File: src/rtl/mux_arb_nw_if.sv
`default_nettype none
// +--------------------------------------------------------------------------+
// | mux_arb_nw_if : request/response bundle for the N-channel arbiter mux     |
// | Rev 1.0                                                                  |
// +--------------------------------------------------------------------------+
interface mux_arb_nw_if #(
    parameter int WIDTH = 16,
    parameter int NCH   = 4
);
    localparam int CW = (NCH > 2) ? $clog2(NCH) : 1;

    logic [NCH*WIDTH-1:0] in_data;
    logic [NCH-1:0]       in_valid;
    logic [NCH-1:0]       in_ready;
    logic [WIDTH-1:0]     out_data;
    logic [CW-1:0]        out_ch;
    logic                 out_valid;
    logic                 out_ready;

    modport master (
        output in_data, in_valid, out_ready,
        input  in_ready, out_data, out_ch, out_valid
    );

    modport slave (
        input  in_data, in_valid, out_ready,
        output in_ready, out_data, out_ch, out_valid
    );
endinterface
`default_nettype wire

File: src/rtl/mux_arb_nw.sv
`default_nettype none
// +--------------------------------------------------------------------------+
// | mux_arb_nw : NCH-way fixed-priority / round-robin registered selector    |
// | Rev 1.0                                                                  |
// +--------------------------------------------------------------------------+
module mux_arb_nw #(
    parameter int WIDTH = 16,
    parameter int NCH   = 4
) (
    input  logic        clk,
    input  logic        rst_n,
    input  logic        mode,
    mux_arb_nw_if.slave bus
);
    localparam int CW = (NCH > 2) ? $clog2(NCH) : 1;

    logic [WIDTH-1:0]   r_data;
    logic [CW-1:0]      r_ch;
    logic               r_valid;
    logic [CW-1:0]      r_last;

    logic               w_load;
    logic               w_any;
    logic               w_xfer;
    logic [CW:0]        w_start;
    logic [2*NCH-1:0]   w_dbl;
    logic [NCH-1:0]     w_rot;
    logic [CW-1:0]      w_fix_idx;
    logic [CW-1:0]      w_rot_idx;
    logic [CW:0]        w_sum;
    logic [CW-1:0]      w_grant;
    logic [WIDTH-1:0]   w_sel_data;
    logic [NCH-1:0]     w_ready;

    assign w_load = !r_valid || bus.out_ready;
    assign w_any  = |bus.in_valid;
    // Gated by rst_n so nothing is accepted while reset is asserted.
    assign w_xfer = w_load && w_any && rst_n;

    // Round-robin: rotate requests so the channel after r_last sits at bit 0,
    // pick the lowest set bit, then rotate the index back.
    always_comb begin
        w_start = (r_last == CW'(NCH - 1)) ? '0 : ({1'b0, r_last} + 1'b1);
        w_dbl   = {bus.in_valid, bus.in_valid} >> w_start;
        w_rot   = w_dbl[NCH-1:0];

        w_fix_idx = '0;
        w_rot_idx = '0;
        for (int i = NCH - 1; i >= 0; i--) begin
            if (bus.in_valid[i]) w_fix_idx = CW'(i);
            if (w_rot[i])        w_rot_idx = CW'(i);
        end

        w_sum = {1'b0, w_rot_idx} + w_start;
        if (w_sum >= (CW + 1)'(NCH)) w_sum = w_sum - (CW + 1)'(NCH);

        w_grant = mode ? w_sum[CW-1:0] : w_fix_idx;
    end

    always_comb begin
        w_sel_data = '0;
        w_ready    = '0;
        for (int i = 0; i < NCH; i++) begin
            if (w_grant == CW'(i)) begin
                w_sel_data = bus.in_data[i*WIDTH +: WIDTH];
                w_ready[i] = w_xfer;
            end
        end
    end

    always_ff @(posedge clk or negedge rst_n) begin
        if (!rst_n) begin
            r_valid <= 1'b0;
            r_data  <= '0;
            r_ch    <= '0;
            r_last  <= CW'(NCH - 1);
        end else if (w_load) begin
            if (w_any) begin
                r_valid <= 1'b1;
                r_data  <= w_sel_data;
                r_ch    <= w_grant;
                if (mode) r_last <= w_grant;
            end else begin
                r_valid <= 1'b0;
            end
        end
    end

    assign bus.in_ready  = w_ready;
    assign bus.out_data  = r_data;
    assign bus.out_ch    = r_ch;
    assign bus.out_valid = r_valid;

endmodule
`default_nettype wire

File: src/flat_wrapper.sv
// flat-port wrapper written by rule: the top's interface ports become plain ports
module mux_arb_nw_flat 
#(
    parameter int WIDTH = 16,
    parameter int NCH   = 4
)
  (clk, rst_n, mode, bus_in_data, bus_in_valid, bus_out_ready, bus_in_ready, bus_out_data, bus_out_ch, bus_out_valid);
  mux_arb_nw_if #(.WIDTH(WIDTH), .NCH(NCH)) bus_i ();
  input  logic clk;
  input  logic rst_n;
  input  logic mode;
  input wire logic [$bits(bus_i.in_data)-1:0] bus_in_data;
  input wire logic [$bits(bus_i.in_valid)-1:0] bus_in_valid;
  input wire logic [$bits(bus_i.out_ready)-1:0] bus_out_ready;
  output wire logic [$bits(bus_i.in_ready)-1:0] bus_in_ready;
  output wire logic [$bits(bus_i.out_data)-1:0] bus_out_data;
  output wire logic [$bits(bus_i.out_ch)-1:0] bus_out_ch;
  output wire logic [$bits(bus_i.out_valid)-1:0] bus_out_valid;
  assign bus_i.in_data = bus_in_data;
  assign bus_i.in_valid = bus_in_valid;
  assign bus_i.out_ready = bus_out_ready;
  assign bus_in_ready = bus_i.in_ready;
  assign bus_out_data = bus_i.out_data;
  assign bus_out_ch = bus_i.out_ch;
  assign bus_out_valid = bus_i.out_valid;
  mux_arb_nw #(.WIDTH(WIDTH), .NCH(NCH)) u_core (.clk(clk), .rst_n(rst_n), .mode(mode), .bus(bus_i));
endmodule
File: config.mk
export PLATFORM = sky130hd
export DESIGN_NAME = mux_arb_nw_flat
export DESIGN_NICKNAME = d
export VERILOG_FILES = /design/src/rtl/mux_arb_nw_if.sv /design/src/rtl/mux_arb_nw.sv /design/src/flat_wrapper.sv
export SDC_FILE = /design/constraint.sdc
export NUM_CORES = 1
export LEC_CHECK = 0
export ABC_AREA = 0
export CORE_ASPECT_RATIO = 0.8
export CORE_MARGIN = 2
export CORE_UTILIZATION = 38
export CTS_BUF_LIST = sky130_fd_sc_hd__clkbuf_16
export DETAILED_ROUTE_END_ITERATION = 8
export PLACE_DENSITY = 0.88
export SLEW_MARGIN = 20
export SYNTH_ARGS = -nofsm -noshare
export SYNTH_HDL_FRONTEND = slang
export SYNTH_SLANG_ARGS = --single-unit
File: constraint.sdc
create_clock -name clk -period 3.58 [get_ports clk]
set_input_delay 1.074 -clock clk [delete_from_list [all_inputs] [get_ports clk]]
set_output_delay 1.074 -clock clk [all_outputs]
set_load 0.01 [all_outputs]
Word level (Yosys, flattened, before mapping)
Index checks and enable logic that the tools add are counted.
W data, S select, Z words.
{"block": "classes", "mul": 0, "div_mod_pow": 0, "bitwise": 0, "n_lt_le_gt_ge": 1, "shift": 1, "reduce_logical": 8, "n_addsub": 3, "n_eq_ne": 4, "n_mux": 20}
{"operator": "$mux W16", "n": 4}
{"operator": "$mux W2", "n": 10}
{"operator": "$shr A8 B3 Y4", "n": 1}
{"operator": "$eq A2 B2 Y1 const B", "n": 3}
{"operator": "$mux W1", "n": 5}
{"operator": "$reduce_or A4 Y1", "n": 1}
{"operator": "$add A2 B1 Y3 const B", "n": 1}
{"operator": "$add A2 B3 Y3", "n": 1}
{"operator": "$ge A3 B3 Y1 const B", "n": 1}
{"operator": "$mux W3", "n": 1}
{"operator": "$reduce_and A3 Y1", "n": 1}
{"operator": "$eq A2 B1 Y1 const B", "n": 1}
{"operator": "$logic_and A1 B1 Y1", "n": 2}
{"operator": "$logic_not A2 Y1", "n": 1}
{"operator": "$reduce_and A2 Y1", "n": 1}
{"operator": "$sub A2 B1 Y2 const B", "n": 1}
{"operator": "$logic_not A1 Y1", "n": 1}
{"operator": "$logic_or A1 B1 Y1", "n": 1}
{"block": "word_totals", "inputBits": 72, "elab_cells": 41, "mem_bits_ro": 0, "n_memories": 0, "latch_bits": 0, "mem_bits_rw": 0, "output_inout_bits": 23, "ff_bits": 21}

Longest topological paths before layout
{"block": "depth", "depth_word": 16, "ltp_mapped": 8, "depth_no_buf": 6}

Least setup slack after synthesis
Ideal clock, no wire load.
{"block": "synth_path", "kind": "input to output", "start": "input mode", "end": "output bus_in_ready[2]", "slack_ns": 0.292, "cell_stages": 6, "arrival_ns": 2.214, "n_path_buf": 1, "required_time_ns": 2.506, "cell_sequence": "clkbuf_1 -> or3_1 -> nor2_1 -> a31oi_4 -> nand3b_1 -> nor2_1"}
{"block": "synth_between", "elab_chain_len": 3}
{"item": "start: declaration", "line": "flat_wrapper.sv:11", "rtl": "input logic mode;"}
{"item": "$mux W2", "line": "mux_arb_nw.sv:57", "rtl": "w_grant = mode ? w_sum[CW-1:0] : w_fix_idx;"}
{"item": "$eq A2 B2 Y1", "line": "mux_arb_nw.sv:64", "rtl": "if (w_grant == CW'(i)) begin"}
{"item": "$mux W1", "line": "mux_arb_nw.sv:64"}
{"item": "end: declaration", "line": "flat_wrapper.sv:15", "rtl": "output wire logic [$bits(bus_i.in_ready)-1:0] bus_in_ready;"}
No other way between the ends.

Final worst setup path
{"block": "layout_path", "start": "input bus_in_valid[0]", "end": "output bus_in_ready[2]"}
{"block": "layout_between", "elab_chain_len": 11, "word_cells_on_any_way": 16, "classes_between": "add/sub: 2; order compare: 1; eq/ne: 1; shift: 1; mux: 8; reduce/logical: 3"}
{"item": "start: declaration", "line": "flat_wrapper.sv:13", "rtl": "input wire logic [$bits(bus_i.in_valid)-1:0] bus_in_valid;"}
{"item": "$shr A8 B3 Y4", "line": "mux_arb_nw.sv:44", "rtl": "w_dbl = {bus.in_valid, bus.in_valid} >> w_start;"}
{"item": "$mux W2 (4 in a row)", "line": "mux_arb_nw.sv:51", "rtl": "if (w_rot[i]) w_rot_idx = CW'(i);"}
{"item": "$add A2 B3 Y3", "line": "mux_arb_nw.sv:54", "rtl": "w_sum = {1'b0, w_rot_idx} + w_start;"}
{"item": "$ge A3 B3 Y1 / $sub A2 B1 Y2 (equally long branches)", "line": "mux_arb_nw.sv:55", "rtl": "if (w_sum >= (CW + 1)'(NCH)) w_sum = w_sum - (CW + 1)'(NCH);"}
{"item": "$mux W2", "line": "mux_arb_nw.sv:55"}
{"item": "$mux W2", "line": "mux_arb_nw.sv:57"}
{"item": "$eq A2 B2 Y1", "line": "mux_arb_nw.sv:64"}
{"item": "$mux W1 (*)", "line": "mux_arb_nw.sv:64"}
Every way passes the cells marked *; elsewhere a longest branch is shown, timed or not.

==> impl_metrics.sql <==
INSERT INTO impl_metrics (metric_group, metric, value, unit) VALUES
('power', 'power.density_cell_area', '526.3', 'nW/um^2'),
('layout', 'ff_latch_area', '528.0', 'um^2'),
('global_routing', 'grt_antenna_before_repair', '0', ''),
('layout', 'post_route_cells_drive_above_1_share', '20.57', '%'),
('route', 'detailroute.via_count', '1740', ''),
('global_routing', 'via_count_of_the_first_global_routing_pass', '1737', ''),
('route', 'drt_pass1_iterations', '4', ''),
('logic_synthesis', 'syn_area_cell', '9.526', 'um^2'),
('clocking', 'root_buffer', 'clkbuf_16', ''),
('power', 'p_leak', '1.248', 'nW'),
('logic_synthesis', 'ys_seq_area_share', '32.99', '%'),
('worst_setup_path', 'critical_path.slowest_cell', 'or4_4', ''),
('timing', 'post-route-period-util', '97.56', '%'),
('layout', 'leading_cell_type_in_the_layout_fill_and_taps_excluded', 'clkdlybuf4s50_1', ''),
('timing', 'finalWorstPathRequiredPeriod', '3493', 'ps'),
('timing', 'finalSetupViolations', '0', ''),
('timing', 'setup_slack_of_the_critical_path_after_layout', '87.31', 'ps'),
('floorplan', 'core_region_area', '4125', 'um^2'),
('placed_design', 'buffer_ports.inserted', '94', ''),
('timing', 'max_clock_freq', '286.3', 'MHz'),
('placed_design', 'post-dp-hpwl', '4.000', 'mm'),
('flow_run', 'max-cap-violations', '0', ''),
('timing', 'worst_pin_slew', '951.3', 'ps'),
('global_routing', 'grt_use_total', '22.14', '%'),
('logic_synthesis', 'ys_seq_elements', '21', ''),
('clocking', 'ctsLongestPathBuffers', '2', ''),
('worst_setup_path', 'count_of_buffer_and_inverter_cells_on_the_critical_path', '3', ''),
('floorplan', 'row_count', '21', ''),
('outcome', 'run_status', 'finished clean', ''),
('global_routing', 'gr-usage-met2', '38.18', '%'),
('timing', 'timing.max_slew.rel_slack', '36.30', '%'),
('worst_setup_path', 'r2r_setup_slack', '990', 'ps'),
('floorplan', 'die_y', '62.05', 'um'),
('global_routing', 'total_grt_overflow', '0', ''),
('timing', 'grt_setup_unrepaired', 'no', ''),
('floorplan', 'boundaryPins', '95', ''),
('route', 'number_of_drc_markers_after_the_initial_detailed_route_iteration', '46', ''),
('clocking', 'tritoncts', 'built', ''),
('layout', 'mostFrequentLayoutCells', 'clkdlybuf4s50_1 (85), mux2i_1 (32), buf_4 (26)', ''),
('worst_setup_path', 'critical_path.endpoint_type', 'primary output', ''),
('logic_synthesis', 'synth_cell_type_count', '35', ''),
('worst_setup_path', 'crit_path_cell_trace', 'clkdlybuf4s15_1, buf_6, or4_4, and2_4, nand3b_1, nor2_1, buf_2', ''),
('floorplan', 'dieArea', '4750', 'um^2'),
('global_routing', 'gr-max-usage-layer', 'met2', ''),
('route', 'post_drt_wl_per_cell', '15.28', 'um'),
('worst_setup_path', 'critical-path-max-stage-delay', '530', 'ps'),
('route', 'avgViaCountPerCell', '5.133', ''),
('clocking', 'worst_setup_hold_path_clk_slew', '50', 'ps'),
('global_routing', 'grt_max_degree', '20', ''),
('layout', 'diodes', '0', ''),
('placed_design', 'gp_congestion', '0.7502', ''),
('min_path', 'worstHoldPathType', 'reg -> reg', ''),
('worst_setup_path', 'timing.critical_path.arrival', '2420', 'ps'),
('timing', 'fin_worst_skew', '1.587', 'ps'),
('clocking', 'insertion_delay', '250', 'ps'),
('layout', 'n_fill_cell', '308', ''),
('route', 'ant_nets', '0', ''),
('worst_setup_path', 'worst_ep_required_time', '2510', 'ps'),
('floorplan', 'floorplan.initialDensity', '38.79', '%'),
('global_routing', 'grt_util_met1', '27.52', '%'),
('clocking', 'cts-htree-levels', '1', ''),
('logic_synthesis', 'synth_area', '1600', 'um^2'),
('logic_synthesis', 'ys.warnings.count', '0', ''),
('worst_setup_path', 'cp-start-kind', 'input port', ''),
('layout', 'area_growth_syn_to_layout', '78.66', '%'),
('route', 'drcViolationCount', '0', ''),
('global_routing', 'wire_length_of_the_first_global_routing_pass', '8.224', 'mm'),
('global_routing', 'global_route_met3_usage', '6.936', '%'),
('timing', 'max_slew_violation_total_from_the_final_report', '0', ''),
('power', 'ir_worst_vdd', '348.8', 'uV'),
('worst_setup_path', 'crit_path_max_fanout', '5', '');
[registers in the layout (all words and copies together), names as in the netlist]
| register | flops |
|---|---|
| u_core.bus.out_ch | 2 |
| u_core.bus.out_data | 16 |
| u_core.r_last | 2 |
| u_core.bus.out_valid | 1 |
[layer usage]
metal / share of wire [%] / wire [um]
met3: 8.8 / 456
met1: 43 / 2228
met5: 0 / 0
met2: 47 / 2411
met4: 1.6 / 84
[cells by family (layout without fill, tap and decap cells)]
group / count (synthesis) / in the layout / share of synthesized area, %
AO/OA/AOI/OAI: 42 / 42 / 24.94
AND/OR/NAND/NOR: 47 / 47 / 13.06
multiplexers: 33 / 33 / 20.64
adder cells (fa/ha/maj): 1 / 1 / 0.7817
buffers and inverters: 24 / 138 / 7.584
flip-flops: 21 / 21 / 32.99
[stage by stage]
stage          std cells  util, %  TNS [ps]  instance area, um^2
5_1_grt              339    69.31         0                 2859
3_5_place_dp         330    65.94     -2480                 2720
4_1_cts              336    68.82         0                 2839
3_3_place_gp         330    65.94     -2381                 2720
6_report             339    69.31         0                 2859
2_1_floorplan        168        -         0                 1600
[layout make-up]
class	count	area share (%)
inverters	12	1.575
flip-flops and latches	21	18.47
repair buffers	122	39.52
well taps	57	2.495
clock buffers	3	2.626
clock inverters	1	0.1751
multi-input cells	123	35.14
[power breakdown]
part | total (mW) | internal (mW) | leakage (nW) | switching (mW)
sequential | 0.383 | 0.331 | 0.251 | 0.0517
clock | 0.235 | 0.150 | 0.0409 | 0.0850
combinational | 0.887 | 0.484 | 0.955 | 0.403
[repair_timing]
item,CTS,global route
setup endpoints to repair,4,4
resized for setup,33,3
pin swaps,9,5
buffers inserted,2,3
endpoints found under the hold margin,0,0
hold buffers,0,0
[tightest hold or removal path, stage by stage (launching register included)]
cell and delay, ps:
dfrtp_1 340, nand2_1 50, o21ai_0 60
[path summary, 6_finish.rpt]
| path | to | startpoint | cells after the start |
|---|---|---|---|
| worst min-delay path | u_core.bus.out_ch[0] | u_core.bus.out_ch[0] | 2 |
| worst max-delay path | bus_in_ready[2] | bus_in_valid[0] | 7 |
| max in group asynchronous | u_core.bus.out_data[4] | rst_n | 2 |
| min in group asynchronous | u_core.bus.out_data[9] | rst_n | 2 |
| worst min register to register | u_core.bus.out_ch[0] | u_core.bus.out_ch[0] | 2 |
| worst max register to register | u_core.bus.out_data[10] | u_core.r_last[0] | 8 |
[cells in the mapped netlist]
cell / n / area share, %
a221o_1: 1 / 0.63
buf_2: 3 / 0.94
o21ai_0: 3 / 0.94
or4_1: 1 / 0.47
buf_4: 1 / 0.47
o221ai_2: 3 / 2.8
nor2_1: 10 / 2.3
inv_1: 12 / 2.8
nand3b_1: 1 / 0.47
a311oi_1: 12 / 6.6
o31ai_1: 1 / 0.47
or3_1: 1 / 0.39
dfrtp_1: 19 / 30
o211ai_2: 6 / 4.7
nand2_1: 25 / 5.9
or3b_1: 1 / 0.55
nor2b_1: 1 / 0.39
o211ai_1: 1 / 0.47
ha_1: 1 / 0.78
mux2i_1: 33 / 21
clkbuf_1: 6 / 1.4
and2_0: 1 / 0.39
nand2b_1: 3 / 1.2
nand3_1: 2 / 0.63
o21ai_1: 1 / 0.31
o21a_1: 2 / 0.94
o221ai_1: 8 / 4.4
a221oi_1: 1 / 0.55
dfstp_2: 2 / 3.3
buf_6: 1 / 0.70
o21bai_1: 1 / 0.47
buf_12: 1 / 1.3
o22ai_1: 1 / 0.39
a31oi_4: 1 / 1.3
nand2_2: 1 / 0.39
Note: power is estimated with default switching activity, not from simulation.
==> variant (same settings) <==
`WIDTH` is set to 16 in 3 places; all go to 32.
--- a/src/rtl/mux_arb_nw_if.sv
+++ b/src/rtl/mux_arb_nw_if.sv
@@ -5,5 +5,5 @@
 // +--------------------------------------------------------------------------+
 interface mux_arb_nw_if #(
-    parameter int WIDTH = 16,
+    parameter int WIDTH = 32,
     parameter int NCH   = 4
 );
--- a/src/rtl/mux_arb_nw.sv
+++ b/src/rtl/mux_arb_nw.sv
@@ -5,5 +5,5 @@
 // +--------------------------------------------------------------------------+
 module mux_arb_nw #(
-    parameter int WIDTH = 16,
+    parameter int WIDTH = 32,
     parameter int NCH   = 4
 ) (
--- a/src/flat_wrapper.sv
+++ b/src/flat_wrapper.sv
@@ -2,5 +2,5 @@
 module mux_arb_nw_flat 
 #(
-    parameter int WIDTH = 16,
+    parameter int WIDTH = 32,
     parameter int NCH   = 4
 )
Ports: changed (resized bus_in_data and bus_out_data); port bits go from 95 to 175. The function was not compared with the original's and may differ.
==> variant against the original RTL <==
Sequential cell count grew 16. Register-to-register slack lost 160 ps. Wire length grew 69%. Worst setup slack lost 24 ps. Combinational power grew 65%. Hold slack gained 3.3 ps. Total power grew 71%. Die area grew 47%. Area after synthesis grew 50%. Clock skew grew 3.9 ps. First-iteration DRC count grew 43%. Fmax shrank 0.67%. Non-clock buffer count grew 77. Final area grew 58%. Critical path type unchanged. Critical endpoint is now bus_in_ready[3]. Largest cell class unchanged.
==> variant: results (changes against the original RTL) <==
| Metric | Value |
|---|---|
| Status | `finished clean (unchanged)` |
| Peak supply drop | `316.5 uV (was 348.8 uV)` |
| Largest net degree at the start of global routing | `38 (was 20)` |
| Synth cell types | `34 (was 35)` |
| Flop pwr share | `27.4% (was 25.5%)` |
| Met3 Track Usage GR | `7.007% (was 6.936%)` |
| Post-synthesis mux area share | `26.67% (was 20.64%)` |
| DP HPWL | `6939 um (was 4000 um)` |
| Switching power | `0.9211 mW (was 0.5398 mW)` |
| DRT iter0 DRCs | `66 (was 46)` |
| CTS root buf | `clkbuf_16 (unchanged)` |
| M1 GR Usage | `27.23% (was 27.52%)` |
| CP arrival | `2440 ps (was 2420 ps)` |
| Max reg flops | `32 (was 16)` |
| Share of layout cells above drive strength 1 | `12.94% (was 20.57%)` |
| Critical Path Fanout Max | `4 (was 5)` |
| Gr usage total | `24.16% (was 22.14%)` |
| H-tree depth | `2 (was 1)` |
| Compound-Gate Fraction of Synth Area | `18.18% (was 24.94%)` |
| PostCTS Resize Cnt | `34 (was 33)` |
| LEAKAGE | `2.081 nW (was 1.248 nW)` |
| Post-synth net total | `373 (was 241)` |
| Initial antenna violation count | `0 (unchanged)` |
| IO Port Bufs | `174 (was 94)` |
| Synth area leaders | `dfrtp_1 36%, mux2i_1 27%, o221ai_1 12%, nand2_1 6.6%, dfstp_2 2.2% (was dfrtp_1 30%, mux2i_1 21%, a311oi_1 6.6%, nand2_1 5.9%, o211ai_2 4.7%)` |
| Synth Area in Adders | `0.5208% (was 0.7819%)` |
| Clk Latency, worst-skew pair | `270 ps (was 250 ps)` |
| Final GP Congestion | `0.7906 (was 0.7502)` |
| Vias per cell | `5.265 (was 5.133)` |
| Synth top cells by count | `64 x mux2i_1, 42 x nand2_1, 35 x dfrtp_1 (was 33 x mux2i_1, 25 x nand2_1, 19 x dfrtp_1)` |
| Vias in the first global route | `2670 (was 1737)` |
| Setup Skew | `5.460 ps (was 1.587 ps)` |
| Avg WL per Cell | `17.26 um (was 15.28 um)` |
| Wire length on met3 | `840 um (was 456 um)` |
| Switching Fraction | `35.75% (was 35.88%)` |
| Worst slew pin tran | `472.9 ps (was 951.3 ps)` |
| First-pass GRT wire length | `13220 um (was 8224 um)` |
| Critical path's largest stage delay | `390 ps (was 530 ps)` |
| Post-CTS Setup Inserts | `0 (was 2)` |
| Nets@finish | `561 (was 356)` |
| Num CTS Buffers | `5 (was 3)` |
| Post-Route M1 WL | `3250 um (was 2228 um)` |
## variant: cell types whose count changed after synthesis, sizes merged, moves of 4 or more
| cell | change |
|---|---|
| dfrtp | +16 |
| o211ai | -7 |
| inv | -10 |
| nor3 | +4 |
| mux2i | +31 |
| nand2 | +16 |
| o221ai | +21 |
| nor2 | -5 |
| a311oi | -12 |
## variant: worst paths after layout
check                                           to  slack, ps              startpoint  cells past startpoint
max                                bus_in_ready[3]         60         bus_in_valid[2]                      7
min                         u_core.bus.out_data[0]        480  u_core.bus.out_data[0]                      2
max reg2reg                u_core.bus.out_data[29]        830        u_core.r_last[0]                      8
min reg2reg                 u_core.bus.out_data[0]        480  u_core.bus.out_data[0]                      2
max in group asynchronous         u_core.r_last[0]       2330                   rst_n                      2
min in group asynchronous     u_core.bus.out_ch[1]        890                   rst_n                      2
## variant: per-stage QoR
step           cells  TNS [ps]  area [sq um]  setup WS (ps)  utilization (%)
6_report         506         0          4508          63.62            75.06
5_1_grt          506         0          4508          1.990            75.06
4_1_cts          506         0          4513          21.11            75.15
3_5_place_dp     498     -2907          4359         -766.0            72.58
3_3_place_gp     498     -2528          4359         -656.2            72.58
2_1_floorplan    236         0          2426          13.90                -
## variant: worst reg2reg max path: cells and delay by family (launching register included)
family,cells,cell delay [ps]
and+or+nand+nor,1,350
AOI/OAI and AO/OA,3,740
buffers and inverters,2,520
muxes,1,270
DFF,1,570
adders and majority gates,1,160
## variant: cell type report
| type | instances | area (sq um) |
|---|---|---|
| Clock inverter | 3 | 11.26 |
| Tap cell | 81 | 101.3 |
| Multi-Input combinational cell | 179 | 1436 |
| Clock buffer | 5 | 125.1 |
| Inverter | 2 | 7.507 |
| Sequential cell | 37 | 928.4 |
| Fill cell | 446 | 1498 |
| Timing Repair Buffer | 199 | 1898 |
